## config.mk

```make
export PLATFORM = sky130hd
export DESIGN_NAME = led_anim_seq_flat
export DESIGN_NICKNAME = d
export VERILOG_FILES = /design/src/rtl/led_anim_pkg.sv /design/src/rtl/led_anim_if.sv /design/src/rtl/led_pattern_rom.sv /design/src/rtl/led_anim_seq.sv /design/src/flat_wrapper.sv
export SDC_FILE = /design/constraint.sdc
export NUM_CORES = 1
export LEC_CHECK = 0
export CORE_MARGIN = 2
export CORE_UTILIZATION = 25
export CTS_BUF_LIST = sky130_fd_sc_hd__clkbuf_8
export CTS_CLUSTER_DIAMETER = 150
export DETAILED_ROUTE_END_ITERATION = 8
export MAX_ROUTING_LAYER = met4
export PLACE_DENSITY = 0.46
export SETUP_SLACK_MARGIN = 0.5
export SLEW_MARGIN = 20
export SYNTH_ARGS = -nofsm -noshare
export SYNTH_HDL_FRONTEND = slang
export SYNTH_SLANG_ARGS = --single-unit
```

## constraint.sdc

```tcl
create_clock -name clk -period 3.6 [get_ports clk]
set_clock_uncertainty 0.2 [all_clocks]
set_input_delay 0.72 -clock clk [delete_from_list [all_inputs] [get_ports clk]]
set_output_delay 0.72 -clock clk [all_outputs]
set_load 0.05 [all_outputs]
```

## src/rtl/led_anim_pkg.sv

```systemverilog
// Shared definitions for the LED animation sequencer: play modes, FSM
// states, the blank segment code and the default 7-segment pattern table.
package led_anim_pkg;

  localparam logic [1:0] MODE_ONCE     = 2'd0;
  localparam logic [1:0] MODE_LOOP     = 2'd1;
  localparam logic [1:0] MODE_PINGPONG = 2'd2;
  localparam logic [1:0] MODE_REVERSE  = 2'd3;

  typedef enum logic [1:0] {
    ST_IDLE  = 2'd0,
    ST_RUN   = 2'd1,
    ST_PAUSE = 2'd2
  } anim_state_t;

  // Active-low segments: all ones means every LED is dark.
  localparam logic [6:0] SEG_BLANK = 7'b1111111;

  localparam int TABLE_DEPTH = 128;

  // Default 128-entry pattern table; only a handful of frames light anything.
  function automatic logic [6:0] pattern_lookup(input logic [31:0] idx);
    case (idx)
      32'd6:   return 7'b1110111;
      32'd53:  return 7'b1101111;
      32'd70:  return 7'b0111111;
      32'd98:  return 7'b0110110;
      32'd115: return 7'b1001111;
      32'd116: return 7'b1001001;
      32'd117: return 7'b1001111;
      default: return SEG_BLANK;
    endcase
  endfunction

endpackage

```

## src/rtl/led_anim_if.sv

```systemverilog
// Control/status bundle between an animation controller and the sequencer.
interface led_anim_if #(
  parameter int SEG_W   = 7,
  parameter int FRAME_W = 7,
  parameter int RATE_W  = 16
);

  logic               start;
  logic               stop;
  logic               pause;
  logic [1:0]         mode;
  logic [RATE_W-1:0]  rate;
  logic [FRAME_W-1:0] frame_idx;
  logic [SEG_W-1:0]   seg_n;
  logic               busy;
  logic               done;

  modport master (
    output start, stop, pause, mode, rate,
    input  frame_idx, seg_n, busy, done
  );

  modport slave (
    input  start, stop, pause, mode, rate,
    output frame_idx, seg_n, busy, done
  );

endinterface

```

## src/rtl/led_pattern_rom.sv

```systemverilog
// Combinational lookup of the package pattern table. Indices beyond the
// configured frame count read as blank so a narrow table never lights junk.
module led_pattern_rom
  import led_anim_pkg::*;
#(
  parameter int SEG_W      = 7,
  parameter int FRAME_W    = 7,
  parameter int NUM_FRAMES = 128
) (
  input  logic [FRAME_W-1:0] idx,
  output logic [SEG_W-1:0]   seg
);

  localparam logic [31:0] FRAME_COUNT = 32'(NUM_FRAMES);

  // Table read, blank outside the populated range.
  always_comb begin
    seg = {SEG_W{1'b1}};
    if (32'(idx) < FRAME_COUNT) begin
      seg = SEG_W'(pattern_lookup(32'(idx)));
    end else begin
      seg = {SEG_W{1'b1}};
    end
  end

endmodule

```

## src/rtl/led_anim_seq.sv

```systemverilog
// LED animation sequencer: walks a frame index through the pattern table at
// a programmable dwell rate in once/loop/ping-pong/reverse modes, with
// pause/resume, abort, and a completion pulse for play-once.
module led_anim_seq
  import led_anim_pkg::*;
#(
  parameter int SEG_W      = 7,
  parameter int FRAME_W    = 7,
  parameter int NUM_FRAMES = 128,
  parameter int RATE_W     = 16
) (
  input logic       clk,
  input logic       rst_n,
  led_anim_if.slave bus
);

  localparam logic [FRAME_W-1:0] FRAME_ZERO = {FRAME_W{1'b0}};
  localparam logic [FRAME_W-1:0] FRAME_ONE  = FRAME_W'(1);
  localparam logic [FRAME_W-1:0] FRAME_LAST = FRAME_W'(NUM_FRAMES - 1);
  localparam logic [RATE_W-1:0]  RATE_ZERO  = {RATE_W{1'b0}};
  localparam logic [RATE_W-1:0]  RATE_ONE   = RATE_W'(1);
  localparam logic [SEG_W-1:0]   SEG_OFF    = {SEG_W{1'b1}};

  anim_state_t        state;
  anim_state_t        state_next;
  logic [FRAME_W-1:0] frame;
  logic [FRAME_W-1:0] frame_next;
  logic [RATE_W-1:0]  div_cnt;
  logic [RATE_W-1:0]  div_next;
  logic [RATE_W-1:0]  div_last;
  logic [RATE_W-1:0]  rate_q;
  logic [RATE_W-1:0]  rate_next;
  logic [1:0]         mode_q;
  logic [1:0]         mode_next;
  logic               dir_up;
  logic               dir_next;
  logic [SEG_W-1:0]   seg;
  logic [SEG_W-1:0]   seg_next;
  logic [SEG_W-1:0]   rom_seg;
  logic               busy;
  logic               done;
  logic               done_next;
  logic               tick;

  led_pattern_rom #(
    .SEG_W      (SEG_W),
    .FRAME_W    (FRAME_W),
    .NUM_FRAMES (NUM_FRAMES)
  ) u_rom (
    .idx (frame),
    .seg (rom_seg)
  );

  // Last divider count of a frame; a programmed rate of 0 dwells one cycle.
  always_comb begin
    if (rate_q == RATE_ZERO) begin
      div_last = RATE_ZERO;
    end else begin
      div_last = rate_q - RATE_ONE;
    end
  end

  assign tick = (div_cnt == div_last);

  // Next state, frame and divider; stop beats start beats pause beats tick.
  always_comb begin
    state_next = state;
    frame_next = frame;
    div_next   = div_cnt;
    dir_next   = dir_up;
    mode_next  = mode_q;
    rate_next  = rate_q;
    done_next  = 1'b0;
    if (bus.stop) begin
      state_next = ST_IDLE;
      frame_next = FRAME_ZERO;
      div_next   = RATE_ZERO;
      dir_next   = 1'b1;
    end else if (bus.start) begin
      state_next = ST_RUN;
      mode_next  = bus.mode;
      rate_next  = bus.rate;
      div_next   = RATE_ZERO;
      dir_next   = 1'b1;
      if (bus.mode == MODE_REVERSE) begin
        frame_next = FRAME_LAST;
      end else begin
        frame_next = FRAME_ZERO;
      end
    end else if (state == ST_IDLE) begin
      state_next = ST_IDLE;
    end else if (bus.pause) begin
      // Divider and frame freeze; leaving pause resumes counting at once.
      state_next = ST_PAUSE;
    end else begin
      state_next = ST_RUN;
      if (tick) begin
        div_next = RATE_ZERO;
        case (mode_q)
          MODE_ONCE: begin
            if (frame == FRAME_LAST) begin
              state_next = ST_IDLE;
              frame_next = FRAME_ZERO;
              done_next  = 1'b1;
            end else begin
              frame_next = frame + FRAME_ONE;
            end
          end
          MODE_LOOP: begin
            if (frame == FRAME_LAST) begin
              frame_next = FRAME_ZERO;
            end else begin
              frame_next = frame + FRAME_ONE;
            end
          end
          MODE_PINGPONG: begin
            // Turn around at each end so endpoints are shown only once.
            if (dir_up) begin
              if (frame == FRAME_LAST) begin
                dir_next   = 1'b0;
                frame_next = frame - FRAME_ONE;
              end else begin
                frame_next = frame + FRAME_ONE;
              end
            end else begin
              if (frame == FRAME_ZERO) begin
                dir_next   = 1'b1;
                frame_next = frame + FRAME_ONE;
              end else begin
                frame_next = frame - FRAME_ONE;
              end
            end
          end
          MODE_REVERSE: begin
            if (frame == FRAME_ZERO) begin
              frame_next = FRAME_LAST;
            end else begin
              frame_next = frame - FRAME_ONE;
            end
          end
          default: begin
            frame_next = frame;
          end
        endcase
      end else begin
        div_next = div_cnt + RATE_ONE;
      end
    end
  end

  // Segment register follows the current frame, blanked whenever going idle.
  always_comb begin
    seg_next = SEG_OFF;
    if (state_next != ST_IDLE) begin
      seg_next = rom_seg;
    end else begin
      seg_next = SEG_OFF;
    end
  end

  // FSM state register.
  always_ff @(posedge clk or negedge rst_n) begin
    if (!rst_n) begin
      state <= ST_IDLE;
    end else begin
      state <= state_next;
    end
  end

  // Datapath and output registers.
  always_ff @(posedge clk or negedge rst_n) begin
    if (!rst_n) begin
      frame   <= FRAME_ZERO;
      div_cnt <= RATE_ZERO;
      dir_up  <= 1'b1;
      mode_q  <= MODE_ONCE;
      rate_q  <= RATE_ZERO;
      seg     <= SEG_OFF;
      busy    <= 1'b0;
      done    <= 1'b0;
    end else begin
      frame   <= frame_next;
      div_cnt <= div_next;
      dir_up  <= dir_next;
      mode_q  <= mode_next;
      rate_q  <= rate_next;
      seg     <= seg_next;
      busy    <= (state_next != ST_IDLE);
      done    <= done_next;
    end
  end

  assign bus.frame_idx = frame;
  assign bus.seg_n     = seg;
  assign bus.busy      = busy;
  assign bus.done      = done;

endmodule

```

## src/flat_wrapper.sv

```systemverilog
// flat-port wrapper written by rule: the top's interface ports become plain ports
module led_anim_seq_flat import led_anim_pkg::*;
#(
  parameter int SEG_W      = 7,
  parameter int FRAME_W    = 7,
  parameter int NUM_FRAMES = 128,
  parameter int RATE_W     = 16
)
  (clk, rst_n, bus_start, bus_stop, bus_pause, bus_mode, bus_rate, bus_frame_idx, bus_seg_n, bus_busy, bus_done);
  led_anim_if #(.SEG_W(SEG_W), .FRAME_W(FRAME_W), .RATE_W(RATE_W)) bus_i ();
  input logic clk;
  input logic rst_n;
  input wire logic [$bits(bus_i.start)-1:0] bus_start;
  input wire logic [$bits(bus_i.stop)-1:0] bus_stop;
  input wire logic [$bits(bus_i.pause)-1:0] bus_pause;
  input wire logic [$bits(bus_i.mode)-1:0] bus_mode;
  input wire logic [$bits(bus_i.rate)-1:0] bus_rate;
  output wire logic [$bits(bus_i.frame_idx)-1:0] bus_frame_idx;
  output wire logic [$bits(bus_i.seg_n)-1:0] bus_seg_n;
  output wire logic [$bits(bus_i.busy)-1:0] bus_busy;
  output wire logic [$bits(bus_i.done)-1:0] bus_done;
  assign bus_i.start = bus_start;
  assign bus_i.stop = bus_stop;
  assign bus_i.pause = bus_pause;
  assign bus_i.mode = bus_mode;
  assign bus_i.rate = bus_rate;
  assign bus_frame_idx = bus_i.frame_idx;
  assign bus_seg_n = bus_i.seg_n;
  assign bus_busy = bus_i.busy;
  assign bus_done = bus_i.done;
  led_anim_seq #(.SEG_W(SEG_W), .FRAME_W(FRAME_W), .NUM_FRAMES(NUM_FRAMES), .RATE_W(RATE_W)) u_core (.clk(clk), .rst_n(rst_n), .bus(bus_i));
endmodule
```

==> flow_metrics.py, run 1 <==
metrics = {
    "critical_path": {
        "max_stage_delay_ns": 0.54,
        "crit_slowest_cell": "or4_4",
        "crit_start": "u_core.rate_q[2]",
        "path_cells": "or4_4 > buf_4 > nor4_4 > and3_1 > mux2i_1 > nor4_2 > nand4_4 > o21ai_4 > buf_6 > mux2i_1",
        "crit_top_cell": "mux2i_1",
        "critPathArrivalTime_ns": 3.32,
        "worst-path-stages": 10,
        "reg2reg_to": "u_core.bus.frame_idx[1]",
        "end_kind": "flip-flop",
        "cp_num_buf_inv": 2,
        "reg2reg_depth": 10,
        "worstSetupPathType": "flip-flop to flip-flop",
        "required_ns": 3.63,
        "crit_family": "simple AND/OR/NAND/NOR gates",
        "r2r-start": "u_core.rate_q[2]",
        "r2r_slack_ns": 0.31,
        "cp_max_fo": 4,
        "cp-endpoint": "u_core.bus.frame_idx[1]",
        "cp-start-kind": "flip-flop",
    },
    "synthesis": {
        "synthArstFlopShare_pct": 100,
        "avgSynthCellArea_um2": 8.79,
        "yosysWarningCount": 0,
        "synth-edff-count": 0,
        "synth_area_um2": 3600,
        "yosys.cell_types.count": 62,
        "synth_seq_area_share_pct": 36.4,
        "postSynthNetCount": 439,
        "synthFlopType": "dfrtp_1",
        "netlist_instances": 409,
        "synth_seq_cells": 52,
    },
    "cts": {
        "cts_sinks": 52,
        "cts_inserted_buffers": 5,
        "cts_tree": "built",
        "insertion_delay_ns": 0.32,
        "root_buffer": "clkbuf_8",
        "clkTransAtPathRegs_ns": 0.10,
        "htreeDepth": 2,
        "holdBufCountCts": 0,
        "cts_max_path_buffers": 2,
    },
    "drt": {
        "totalWireLength_mm": 9.43,
        "drcViolationCount": 0,
        "vias_per_cell": 4.95,
        "firstDrtPassIters": 4,
        "post_drt_wl_per_cell_um": 14.9,
        "dr_total_vias": 3122,
        "final_antenna_net_count": 0,
        "drt_iter0_drc": 152,
    },
    "hold_path": {
        "hold_path.class": "input port to async pin",
    },
    "grt": {
        "grt_util_all_layers_pct": 13.1,
        "grt_pass1_vias": 3130,
        "antenna_found_initial": 0,
        "grt_start_max_net_pins": 22,
        "grt_pass1_wl_mm": 15.4,
        "overflow": 0,
    },
    "layout": {
        "diodes": 0,
        "stdcell_count": 631,
        "final_cell_mix": "dfrtp_1, nor2_1, clkdlybuf4s50_1",
        "syn2layout_area_growth_pct": 23.8,
        "final_nets": 480,
        "final_common_cell": "dfrtp_1",
        "drive_gt1_share_pct": 17.7,
    },
    "timing": {
        "max_freq_ghz": 0.304,
        "min_period_ns": 3.29,
        "tns_ns": 0,
        "maxSlewViolCount": 0,
        "finalSetupViolCount": 0,
        "tightest_slew_ns": 0.570,
        "hold_violations": 0,
        "finalCritPeriodShare_pct": 91.4,
        "slew_headroom_pct": 61.6,
        "holdWs_ns": 0.0751,
        "rsz0062_at_grt": "yes",
    },
    "floorplan": {
        "initial_utilization_pct": 25.7,
        "die-area_um2": 15400,
        "rows": 43,
        "fp.coreArea_um2": 14000,
        "ios": 39,
        "die_w_um": 124,
        "die_y_um": 124,
    },
    "power_and_ir_drop": {
        "max-vdd-ir-drop_mv": 0.206,
        "p_per_area_nw_per_um2": 359,
        "p_leak_nw": 1.69,
        "power_mw": 1.60,
    },
    "placement": {
        "gp_congestion": 0.831,
        "portBuffers": 38,
        "dp.cells": 617,
        "dp_hpwl_mm": 6.97,
    },
    "outcome": {
        "status": "completed",
    },
    "job": {
        "drv_cap": 0,
    },
}
## layer usage
| metal | global-route usage (%) | routed length, um | vias up |
|---|---|---|---|
| met1 | 16.8 | 4460 | 1537 |
| li1 | - | - | 1532 |
| met4 | 3.65 | 162 | 0 |
| met5 | - | 0 | - |
| met3 | 2.20 | 265 | 10 |
| met2 | 21.5 | 4550 | 43 |
## registers in the layout, summed over array words and instances, names as in the netlist
signal,flops
u_core.bus.busy,1
u_core.bus.done,1
u_core.bus.frame_idx,7
u_core.bus.seg_n,6
u_core.dir_up,1
u_core.div_cnt,16
u_core.mode_q,2
u_core.rate_q,16
u_core.state,2
## cell type report
| type | count | area [um2] |
|---|---|---|
| Clock buffer | 5 | 68.8 |
| Multi-Input combinational cell | 312 | 2140 |
| Fill cell | 1470 | 9540 |
| Sequential cell | 52 | 1310 |
| Clock inverter | 3 | 38.8 |
| Timing Repair Buffer | 65 | 618 |
| Tap cell | 180 | 225 |
| Inverter | 14 | 52.6 |
## kinds of logic after synthesis
group | synth area share, %
DFF | 36.4
AOI/OAI and AO/OA | 12.8
and+or+nand+nor | 25.9
adders and majority gates | 2.44
muxes | 8.21
xor gates and xnor gates | 8.77
buffers and inverters | 5.50
## worst min path at each step
stage,from,end,cells after the start
2_1_floorplan,rst_n,u_core.bus.busy,0
3_3_place_gp,u_core.state[0],u_core.state[1],2
3_5_place_dp,u_core.state[0],u_core.state[1],2
4_1_cts,rst_n,u_core.rate_q[6],1
5_1_grt,rst_n,u_core.rate_q[7],1
6_report,rst_n,u_core.rate_q[6],1
## what timing repair did
item,in CTS,in global routing
resized for setup,5,5
endpoints found under the setup margin,25,27
pin swaps,4,4
buffers inserted,4,2
## report_power, final
part           leakage, nW  switching, mW  total [mW]  internal, mW
Clock               0.0593          0.209       0.413         0.204
Combinational        0.980          0.258       0.480         0.222
Sequential           0.652         0.0824       0.707         0.625
Total                 1.69          0.549        1.60          1.05
## Yosys cell counts, types with 2 or more instances
master    instances  area, um2
or2_2             2       12.5
nor4_2            3       37.5
dfrtp_1          45       1130
inv_1            14       52.6
nand3_1          25        125
and3_1            7       43.8
nor3_1           20        100
xnor2_1          25        219
a31oi_1           6       37.5
nor2_1           40        150
and4_1            2       17.5
a22oi_1           2       15.0
o21ai_0          19       95.1
nor3b_1           4       30.0
nand2_1          31        116
buf_2             5       25.0
buf_4             2       15.0
nor4_1            6       37.5
a21oi_1          18       90.1
nand3b_1          2       15.0
a211oi_1          2       15.0
and2_1            3       18.8
nor2b_1           6       37.5
buf_6             2       22.5
nor4_4            2       42.5
o311ai_0          2       17.5
xor2_1           11       96.3
nand4_1           5       31.3
nand2b_1          3       18.8
ha_1              7       87.6
buf_1             5       18.8
mux2i_1          10        100
o41ai_1           3       26.3
dfstp_2           7        184
o31ai_1           2       15.0
clkbuf_1         17       63.8
or3_1             3       18.8
mux2_2           16        180
or4_4             2       22.5
## per-stage QoR
step                setup WS (ns)  instance area (um2)  util [%]
global route                0.219                 4450      31.8
detailed placement         0.0773                 4250      30.4
finish                      0.310                 4450      31.8
global placement            0.147                 4200      30.0
floorplan                   0.235                 3610         -
CTS                         0.274                 4410      31.5
No activity file was read; power rests on OpenSTA's default activity.
==> run 2, diff against run 1 <==
- CAP_MARGIN: unset -> 30
==> results of run 2 <==
Final layout, timing and power as in run 1 (identical DEF).
